===== src/rtl/mem_manager_pkg.sv =====
// Shared types for the mem_manager Avalon write master: FSM state encoding
// and the byte-offset shift between byte addresses and word addresses.
package mem_manager_pkg;

  typedef enum logic {
    IDLE = 1'b0,
    RUN  = 1'b1
  } wm_state_t;

  localparam int WM_BYTEENABLEWIDTH = 4;
  localparam int BYTE_SHIFT         = $clog2(WM_BYTEENABLEWIDTH);

endpackage


===== src/rtl/wm_fifo.sv =====
// Synchronous show-ahead FIFO buffering user words for the write master.
// data_o always presents the head word; full_o is registered alongside the count.
module wm_fifo #(
  parameter int DATAWIDTH  = 32,
  parameter int FIFO_DEPTH = 32
) (
  input  logic                 clk,
  input  logic                 reset,
  input  logic                 push_i,
  input  logic [DATAWIDTH-1:0] data_i,
  input  logic                 pop_i,
  output logic [DATAWIDTH-1:0] data_o,
  output logic                 full_o,
  output logic                 empty_o
);

  localparam int PW = $clog2(FIFO_DEPTH);

  logic [DATAWIDTH-1:0] mem_q [FIFO_DEPTH];
  logic [PW-1:0]        wr_ptr_q, rd_ptr_q;
  logic [PW:0]          count_q, count_d;
  logic                 full_q;
  logic                 do_push, do_pop;

  assign empty_o = (count_q == '0);
  assign full_o  = full_q;
  assign do_push = push_i && !full_q;
  assign do_pop  = pop_i && !empty_o;
  assign data_o  = mem_q[rd_ptr_q];

  always_comb begin
    count_d = count_q;
    case ({do_push, do_pop})
      2'b10:   count_d = count_q + 1'b1;
      2'b01:   count_d = count_q - 1'b1;
      default: count_d = count_q;
    endcase
  end

  always_ff @(posedge clk) begin
    if (!reset) begin
      wr_ptr_q <= '0;
      rd_ptr_q <= '0;
      count_q  <= '0;
      full_q   <= 1'b0;
    end else begin
      if (do_push) wr_ptr_q <= wr_ptr_q + 1'b1;
      if (do_pop)  rd_ptr_q <= rd_ptr_q + 1'b1;
      count_q <= count_d;
      full_q  <= (count_d == (PW+1)'(FIFO_DEPTH));
    end
  end

  // Storage needs no reset: pointers and count define which entries are valid.
  always_ff @(posedge clk) begin
    if (do_push) mem_q[wr_ptr_q] <= data_i;
  end

endmodule


===== src/rtl/avalon_write_master.sv =====
// Avalon-MM single-word write master fed from a user FIFO.
// Optional beat counter output enabled by defining WRITE_MASTER_BEAT_COUNT_EN.
module avalon_write_master
  import mem_manager_pkg::*;
#(
  parameter int ADDRESSWIDTH    = 28,
  parameter int DATAWIDTH       = 32,
  parameter int BYTEENABLEWIDTH = DATAWIDTH / 8,
  parameter int FIFO_DEPTH      = 32
) (
  input  logic                       clk,
  input  logic                       reset,
  input  logic                       control_fixed_location,
  input  logic [ADDRESSWIDTH-1:0]    control_write_base,
  input  logic [ADDRESSWIDTH-1:0]    control_write_length,
  input  logic                       control_go,
  output logic                       control_done,
  input  logic                       user_write_buffer,
  input  logic [DATAWIDTH-1:0]       user_buffer_data,
  output logic                       user_buffer_full,
  output logic [ADDRESSWIDTH-1:0]    master_address,
  output logic                       master_write,
  output logic [BYTEENABLEWIDTH-1:0] master_byteenable,
  output logic [DATAWIDTH-1:0]       master_writedata,
  input  logic                       master_waitrequest
`ifdef WRITE_MASTER_BEAT_COUNT_EN
  ,
  output logic [31:0]                beat_count
`endif
);

  localparam logic [ADDRESSWIDTH-1:0] STEP = ADDRESSWIDTH'(BYTEENABLEWIDTH);

  wm_state_t                state_q, state_d;
  logic [ADDRESSWIDTH-1:0]  addr_q, addr_d;
  logic [ADDRESSWIDTH-1:0]  remaining_q, remaining_d;
  logic                     done_q, done_d;
  logic                     fifo_empty, fifo_full, beat_accept;
  logic [DATAWIDTH-1:0]     fifo_data;

  wm_fifo #(
    .DATAWIDTH  (DATAWIDTH),
    .FIFO_DEPTH (FIFO_DEPTH)
  ) u_fifo (
    .clk     (clk),
    .reset   (reset),
    .push_i  (user_write_buffer),
    .data_i  (user_buffer_data),
    .pop_i   (beat_accept),
    .data_o  (fifo_data),
    .full_o  (fifo_full),
    .empty_o (fifo_empty)
  );

  assign master_write      = (state_q == RUN) && !fifo_empty;
  assign beat_accept       = master_write && !master_waitrequest;
  assign master_address    = addr_q;
  assign master_writedata  = fifo_data;
  assign master_byteenable = {BYTEENABLEWIDTH{master_write}};
  assign control_done      = done_q;
  assign user_buffer_full  = fifo_full;

  always_comb begin
    state_d     = state_q;
    addr_d      = addr_q;
    remaining_d = remaining_q;
    done_d      = done_q;
    case (state_q)
      IDLE: begin
        done_d = !control_go;
        if (control_go) begin
          // Sub-word offsets are dropped from both base and length.
          addr_d      = {control_write_base[ADDRESSWIDTH-1:BYTE_SHIFT], {BYTE_SHIFT{1'b0}}};
          remaining_d = {control_write_length[ADDRESSWIDTH-1:BYTE_SHIFT], {BYTE_SHIFT{1'b0}}};
          if (remaining_d != '0) state_d = RUN;
        end
      end
      RUN: begin
        if (beat_accept) begin
          remaining_d = remaining_q - STEP;
          if (!control_fixed_location) addr_d = addr_q + STEP;
          if (remaining_q == STEP) begin
            state_d = IDLE;
            done_d  = 1'b1;
          end
        end
      end
      default: state_d = IDLE;
    endcase
  end

  always_ff @(posedge clk) begin
    if (!reset) begin
      state_q     <= IDLE;
      addr_q      <= '0;
      remaining_q <= '0;
      done_q      <= 1'b1;
    end else begin
      state_q     <= state_d;
      addr_q      <= addr_d;
      remaining_q <= remaining_d;
      done_q      <= done_d;
    end
  end

`ifdef WRITE_MASTER_BEAT_COUNT_EN
  logic [31:0] beat_count_q;

  always_ff @(posedge clk) begin
    if (!reset)           beat_count_q <= '0;
    else if (beat_accept) beat_count_q <= beat_count_q + 32'd1;
  end

  assign beat_count = beat_count_q;
`endif

endmodule


===== config.mk =====
export PLATFORM = sky130hd
export DESIGN_NAME = avalon_write_master
export DESIGN_NICKNAME = d
export VERILOG_FILES = /design/src/rtl/mem_manager_pkg.sv /design/src/rtl/wm_fifo.sv /design/src/rtl/avalon_write_master.sv
export SDC_FILE = /design/constraint.sdc
export NUM_CORES = 1
export LEC_CHECK = 0
export ABC_AREA = 1
export BUFFER_PORTS_ARGS = -buffer_cell sky130_fd_sc_hd__clkbuf_2
export CORE_MARGIN = 2
export CORE_UTILIZATION = 45
export DETAILED_ROUTE_END_ITERATION = 16
export HOLD_SLACK_MARGIN = 0.12
export SYNTH_ARGS = -nofsm -noshare
export SYNTH_HDL_FRONTEND = slang
export SYNTH_SLANG_ARGS = --single-unit
export TNS_END_PERCENT = 5

===== constraint.sdc =====
create_clock -name clk -period 4.3 [get_ports clk]
set_input_delay 0.215 -clock clk [delete_from_list [all_inputs] [get_ports clk]]
set_output_delay 0.215 -clock clk [all_outputs]
set_load 0.02 [all_outputs]

* After elaboration in Yosys (flattened, before gate mapping)
Memories as Yosys holds them, arrays and structs flattened. A register that Yosys moved wholly into a read port is not among the register bits.
Index checks and enable logic that the tools add are counted.
Widths: inputs -> output; s select.
** Word-level totals
- Memory bits (writable) :: 1024
- Output and inout bits :: 67
- Flip-flop bits (word level) :: 75
- Memories kept :: 1
- Word-level logic and storage cells :: 57
- Input port bits :: 94
** Operators by class
- Reductions and logical operators :: 13
- Multiplexer cells :: 20
- $add $sub $neg :: 6
- Equality and inequality tests :: 8
- Bitwise operators :: 1
** Memories
- u_fifo.mem_q :: words 32, bits a word 32, rd ports 1, clocked after memory_dff 1, wr ports 1, line wm_fifo.sv:19 : logic [DATAWIDTH-1:0] mem_q [FIFO_DEPTH];
** Operators with widths (number)
- $mux 28 :: 5
- $pmux 28 s2 :: 2
- $add 28x3->28 const B :: 1
- $eq 28x3->1 const B :: 1
- $sub 28x3->28 const B :: 1
- $reduce_bool 26->1 :: 1
- $pmux 6 s2 :: 1
- $add 5x1->5 const B :: 2
- $mux 5 :: 2
- $mux 1 :: 8
- $add 6x1->6 const B :: 1
- $eq 6x6->1 const B :: 1
- $logic_not 6->1 :: 1
- $sub 6x1->6 const B :: 1
- $logic_and 1x1->1 :: 4
- $logic_not 1->1 :: 4
- $ne 2x1->1 const B :: 2
- $ne 2x2->1 const B :: 2
- $pmux 1 s2 :: 2
- $reduce_and 2->1 :: 2
- $reduce_and 3->1 :: 1
- $eq 2x1->1 const B :: 1
- $eq 2x2->1 const B :: 1
- $not 1->1 :: 1

* Longest topological paths before layout
- Depth in word-level cells :: 8
- Gate-level depth with buffers :: 19

* Cells and area by module
A second synthesis with hierarchy kept.
** Second synthesis, totals
- Cell total of the unflattened synthesis :: 3995
- Area, all modules :: 45741.4 um2
** Modules (own cells, without submodules)
- wm_fifo :: cells each 3307, instances 1, area an instance 41737.5 um2, sequential area each 31189.9 um2
- avalon_write_master :: cells each 688, instances 1, area an instance 4003.8 um2, sequential area each 1081.0 um2

* Least setup slack after synthesis
Ideal clock, no wire load.
- Path type :: flip-flop to flip-flop
- Start point :: register u_fifo.full_q (netlist: u_fifo.full_o)
- End point :: memory u_fifo.mem_q[31][0], enable pin
- Slack :: 0.650 ns
- Data required time :: 3.837 ns
- Data arrival time :: 3.187 ns
- Cell stages (with the launch flop) :: 4
- Library setup time :: 0.463 ns
- Period minus slack after synthesis :: 3.650 ns
- Cell sequence :: dfxtp_1 -> nor2_1 -> clkinv_1 -> nor3_1
** Between the ends
- Longest elaborated chain between the ends :: 4
** RTL lines
- start, declared :: line wm_fifo.sv:22 : logic full_q;
- start signal, assigned :: line wm_fifo.sv:50 : full_q <= (count_d == (PW+1)'(FIFO_DEPTH));
- $logic_not 1->1 :: line wm_fifo.sv:27 : assign do_push = push_i && !full_q;
- $logic_and 1x1->1 :: line wm_fifo.sv:27
- $mux 1 :: line wm_fifo.sv:56 : if (do_push) mem_q[wr_ptr_q] <= data_i;
- $mux 1 (implied by the code) :: line wm_fifo.sv:56
- end, declared :: line wm_fifo.sv:19
Every way passes these cells.

==> key figures <==
Run status
  – Outcome: finished, final reports clean

Final layout
  – Most frequent cells in the layout: edfxtp_1, nor2_1, nand2_1
  – Most common cell after layout, fill and taps aside: edfxtp_1
  – # nets final: 3949
  – Final non-filler cell total: 5294
  – Final Instance Area: between 0.05 and 0.06 mm^2
  – Synthesis-to-finish area growth: 14.09%
  – Fillcell total: approximately 8500
  – Fraction of layout cells with a size suffix above 1: between 10% and 20%
  – Util after Layout: approximately half

Synthesis
  – Cell Area, Synth: 0.04557 mm^2
  – #FFs+latches synth: 1100
  – Asr flop ratio synth: 0%
  – Seq/Total Area, Yosys: a little over two thirds
  – Post-Synthesis Cells: 3694
  – Syn avg cell area: 12.34 um^2
  – YS warnings: 0
  – Yosys cell types: 38
  – Most common flop cell mapped by yosys: edfxtp_1
  – EDFF count, synth: roughly 1000

Clock network
  – CTS buffer count: ~110
  – Clk sinks: between 1000 and 1500
  – Resize count post-CTS: 0
  – CTS tree: done
  – Clk slew on worst S/H paths: ~0.060 ns
  – Worst-skew pair later-pin latency: just under 0.7 ns
  – H-tree depth: 3
  – Root Buffer: clkbuf_16
  – CTS Buffer Depth: 3

Die
  – Core Region: roughly 0.1 mm^2
  – Cell Rows: around 120
  – Die width: around 320 um
  – Die height: 322.2 um
  – Die ar.: around 0.10 mm^2
  – # IOs: between 150 and 200
  – Initial Utilization: between 40 and 50%

Routing
  – Via-to-Cell Ratio: ~5.7
  – Number of remaining DRC errors: 0
  – DRC marker count from the first detailed-route iteration: between 3000 and 4000
  – DRT Wirelength: 121800 um
  – Wire per inst: between 20 and 25 um
  – Pre-Repair DR Iteration Count: 7
  – Via Count: slightly above 30000
  – Final ANT Viol Nets: 0

Power and ir drop
  – Sw frac: a little under a quarter
  – Peak VDD IR: slightly above 0.0003 V
  – Psw: approximately 5.3 mW
  – Pwr/cell area: 437.8 mW/mm^2
  – Pint: 17.46 mW
  – Sequential share of power: 52.4%
  – Combinational power share: under 10%
  – Leakage power: 17.30 nW
  – Clk network pwr share: between 40% and 50%

Placement
  – Dpl cells: around 5000
  – GPL Wtd Cong: 0.8405
  – Placed cell area: 0.04797 mm^2
  – # port buffers: approximately 150
  – DP Wirelength: 64490 um

Worst setup path
  – Worst EP arrival: ~3.4 ns
  – Critical Path Sink Type: primary output
  – Kind of critical path: register to primary output
  – CP Max Fanout: approximately 170
  – Worst path required time: slightly above 4 ns
  – Reg2reg setup slack: 1.44 ns
  – CP startpoint kind: register

STA
  – Period minus WS final: approximately 3.6 ns
  – Final Hold Slack: between 0.1 and 0.15 ns
  – Worst slew margin: between 30% and 40%
  – Max Clock Skew: between 0.02 and 0.03 ns
  – Setup TNS: 0 ns
  – RSZ-0062 raised after global routing: no
  – Max-slew violations: 0
  – Actual slew at the worst max-slew pin: 0.9689 ns
  – Setup violators final: 0
  – Max Fclk: about 280 MHz
  – Tcrit/Tclk final: 83.87%
  – Fin. Hold Viols: 0

Global route
  – Tot GR Track Use: 23.35%
  – Initial antenna violation count: 4
  – Vias in the first global route: about 29000
  – Pin count of the biggest net entering global routing: 197
  – GRT overflow: 0
  – First-pass GRT wire length: ~180000 um

Min path
  – Hold/Removal Path Class: primary input to register

Run
  – MaxCap Viol Count: 0
repair_timing:
| action | 4_1_cts | 5_1_grt |
|---|---|---|
| hold buffers | 59 | 0 |
| hold endpoints to repair | 97 | 0 |
| buffers inserted | 0 | 0 |
stage by stage:
stage	setup WS (ns)	total power, mW
2_1_floorplan	0.6501	13.18
3_3_place_gp	1.401	13.72
3_5_place_dp	1.372	13.74
4_1_cts	0.6951	22.92
5_1_grt	0.4687	23.51
6_report	0.6936	22.76
worst paths after layout:
path / start / to / cells past startpoint
setup / recovery: register / master_writedata[18] / 8
hold / removal: user_buffer_data[1] / u_fifo.mem_q[7][1] / 1
setup reg to reg: u_fifo.full_o / u_fifo.mem_q[23][8] / 6
hold reg to reg: remaining_q[23] / remaining_q[23] / 2
state kept, by name, summed over array words and instances, names as in the netlist, named ones only:
| name | cells |
|---|---|
| u_fifo.rd_ptr_q | 5 |
| u_fifo.count_q | 6 |
| remaining_q | 26 |
| state_q | 1 |
| u_fifo.mem_q | 1024 |
| u_fifo.wr_ptr_q | 5 |
| master_address | 26 |
| u_fifo.full_o | 1 |
| control_done | 1 |
cells in the mapped netlist, types with 2 or more instances:
library cell     n  area [um^2]
a211oi_1         2        15.01
nand4_1         12        75.07
o22ai_1          3        18.77
o21ai_0        312         1562
nand3_1        193        965.9
or2_2            2        12.51
nor2_1         699         2624
buf_6           17        191.4
xnor2_1          4        35.03
o221ai_1       256         2242
o31ai_1          2        15.01
buf_1           19        71.32
dfxtp_1         76         1521
buf_2           77        385.4
nand2_1        391         1468
clkinv_1         2        7.510
nor3_1          15        75.07
edfxtp_1      1024        30750
clkbuf_1       123        461.7
nor3b_1          2        15.01
xor2_1           6        52.55
nand2_2          2        12.51
o21bai_1       257         1929
inv_1           87        326.6
o211ai_1         2        15.01
inv_2            2        7.510
nor4_1           3        18.77
a21oi_1         55        275.3
buf_4           17        127.6
ha_1            11        137.6
nand3b_1        10        75.07
a31oi_1          5        31.28
worst max-delay path, stage by stage, from the launching register on:
cell	delay [ns]
dfxtp_4	0.69
buf_12	0.47
o21ai_0	0.22
o221ai_1	0.22
nand3_1	0.14
nand2_1	0.12
nand2_1	0.07
nand2_1	0.29
clkbuf_2	0.24
power by group through the flow:
stage               Sequential [mW]  Combinational [mW]  Clock (mW)
floorplan                      12.1                1.04           0
global placement               12.1                1.58           0
detailed placement             12.1                1.60           0
CTS                            11.9                1.65        9.36
global route                   11.9                1.84        9.74
finish                         11.9                1.65        9.20
metal layers:
layer,share of wire (%),GRT usage (%),routed length [um]
met1,43,31.61,52080
met5,0.030,0,37
met2,48,38.42,58230
met3,6.7,4.106,8127
met4,2.7,7.404,3279
cell families (layout without fill, tap and decap cells):
kind of cell | Yosys count | in the layout | share of synthesized area [%]
multiplexers | 1 | 1 | 0.02196
AND/OR/NAND/NOR | 1330 | 1330 | 11.74
XOR/XNOR | 10 | 10 | 0.1922
adder cells (fa/ha/maj) | 11 | 11 | 0.3020
AO/OA/AOI/OAI | 895 | 895 | 13.41
other | 1 | 3 | 0.008228
flip-flops | 1100 | 1100 | 70.81
buffers and inverters | 346 | 587 | 3.511
layout make-up:
cell class | count | area, um^2 | share of cell area (%)
inverter | 92 | 369.1 | 0.7099
sequential | 1100 | 32290 | 62.10
multi-input combinational | 2249 | 11940 | 22.96
clock buffer | 138 | 2920 | 5.616
clock inverter | 68 | 509.2 | 0.9794
antenna | 1 | 2.502 | 0.004813
timing repair buffer | 289 | 2270 | 4.365
tap | 1357 | 1698 | 3.265
Power figures use the tool's default switching activity.
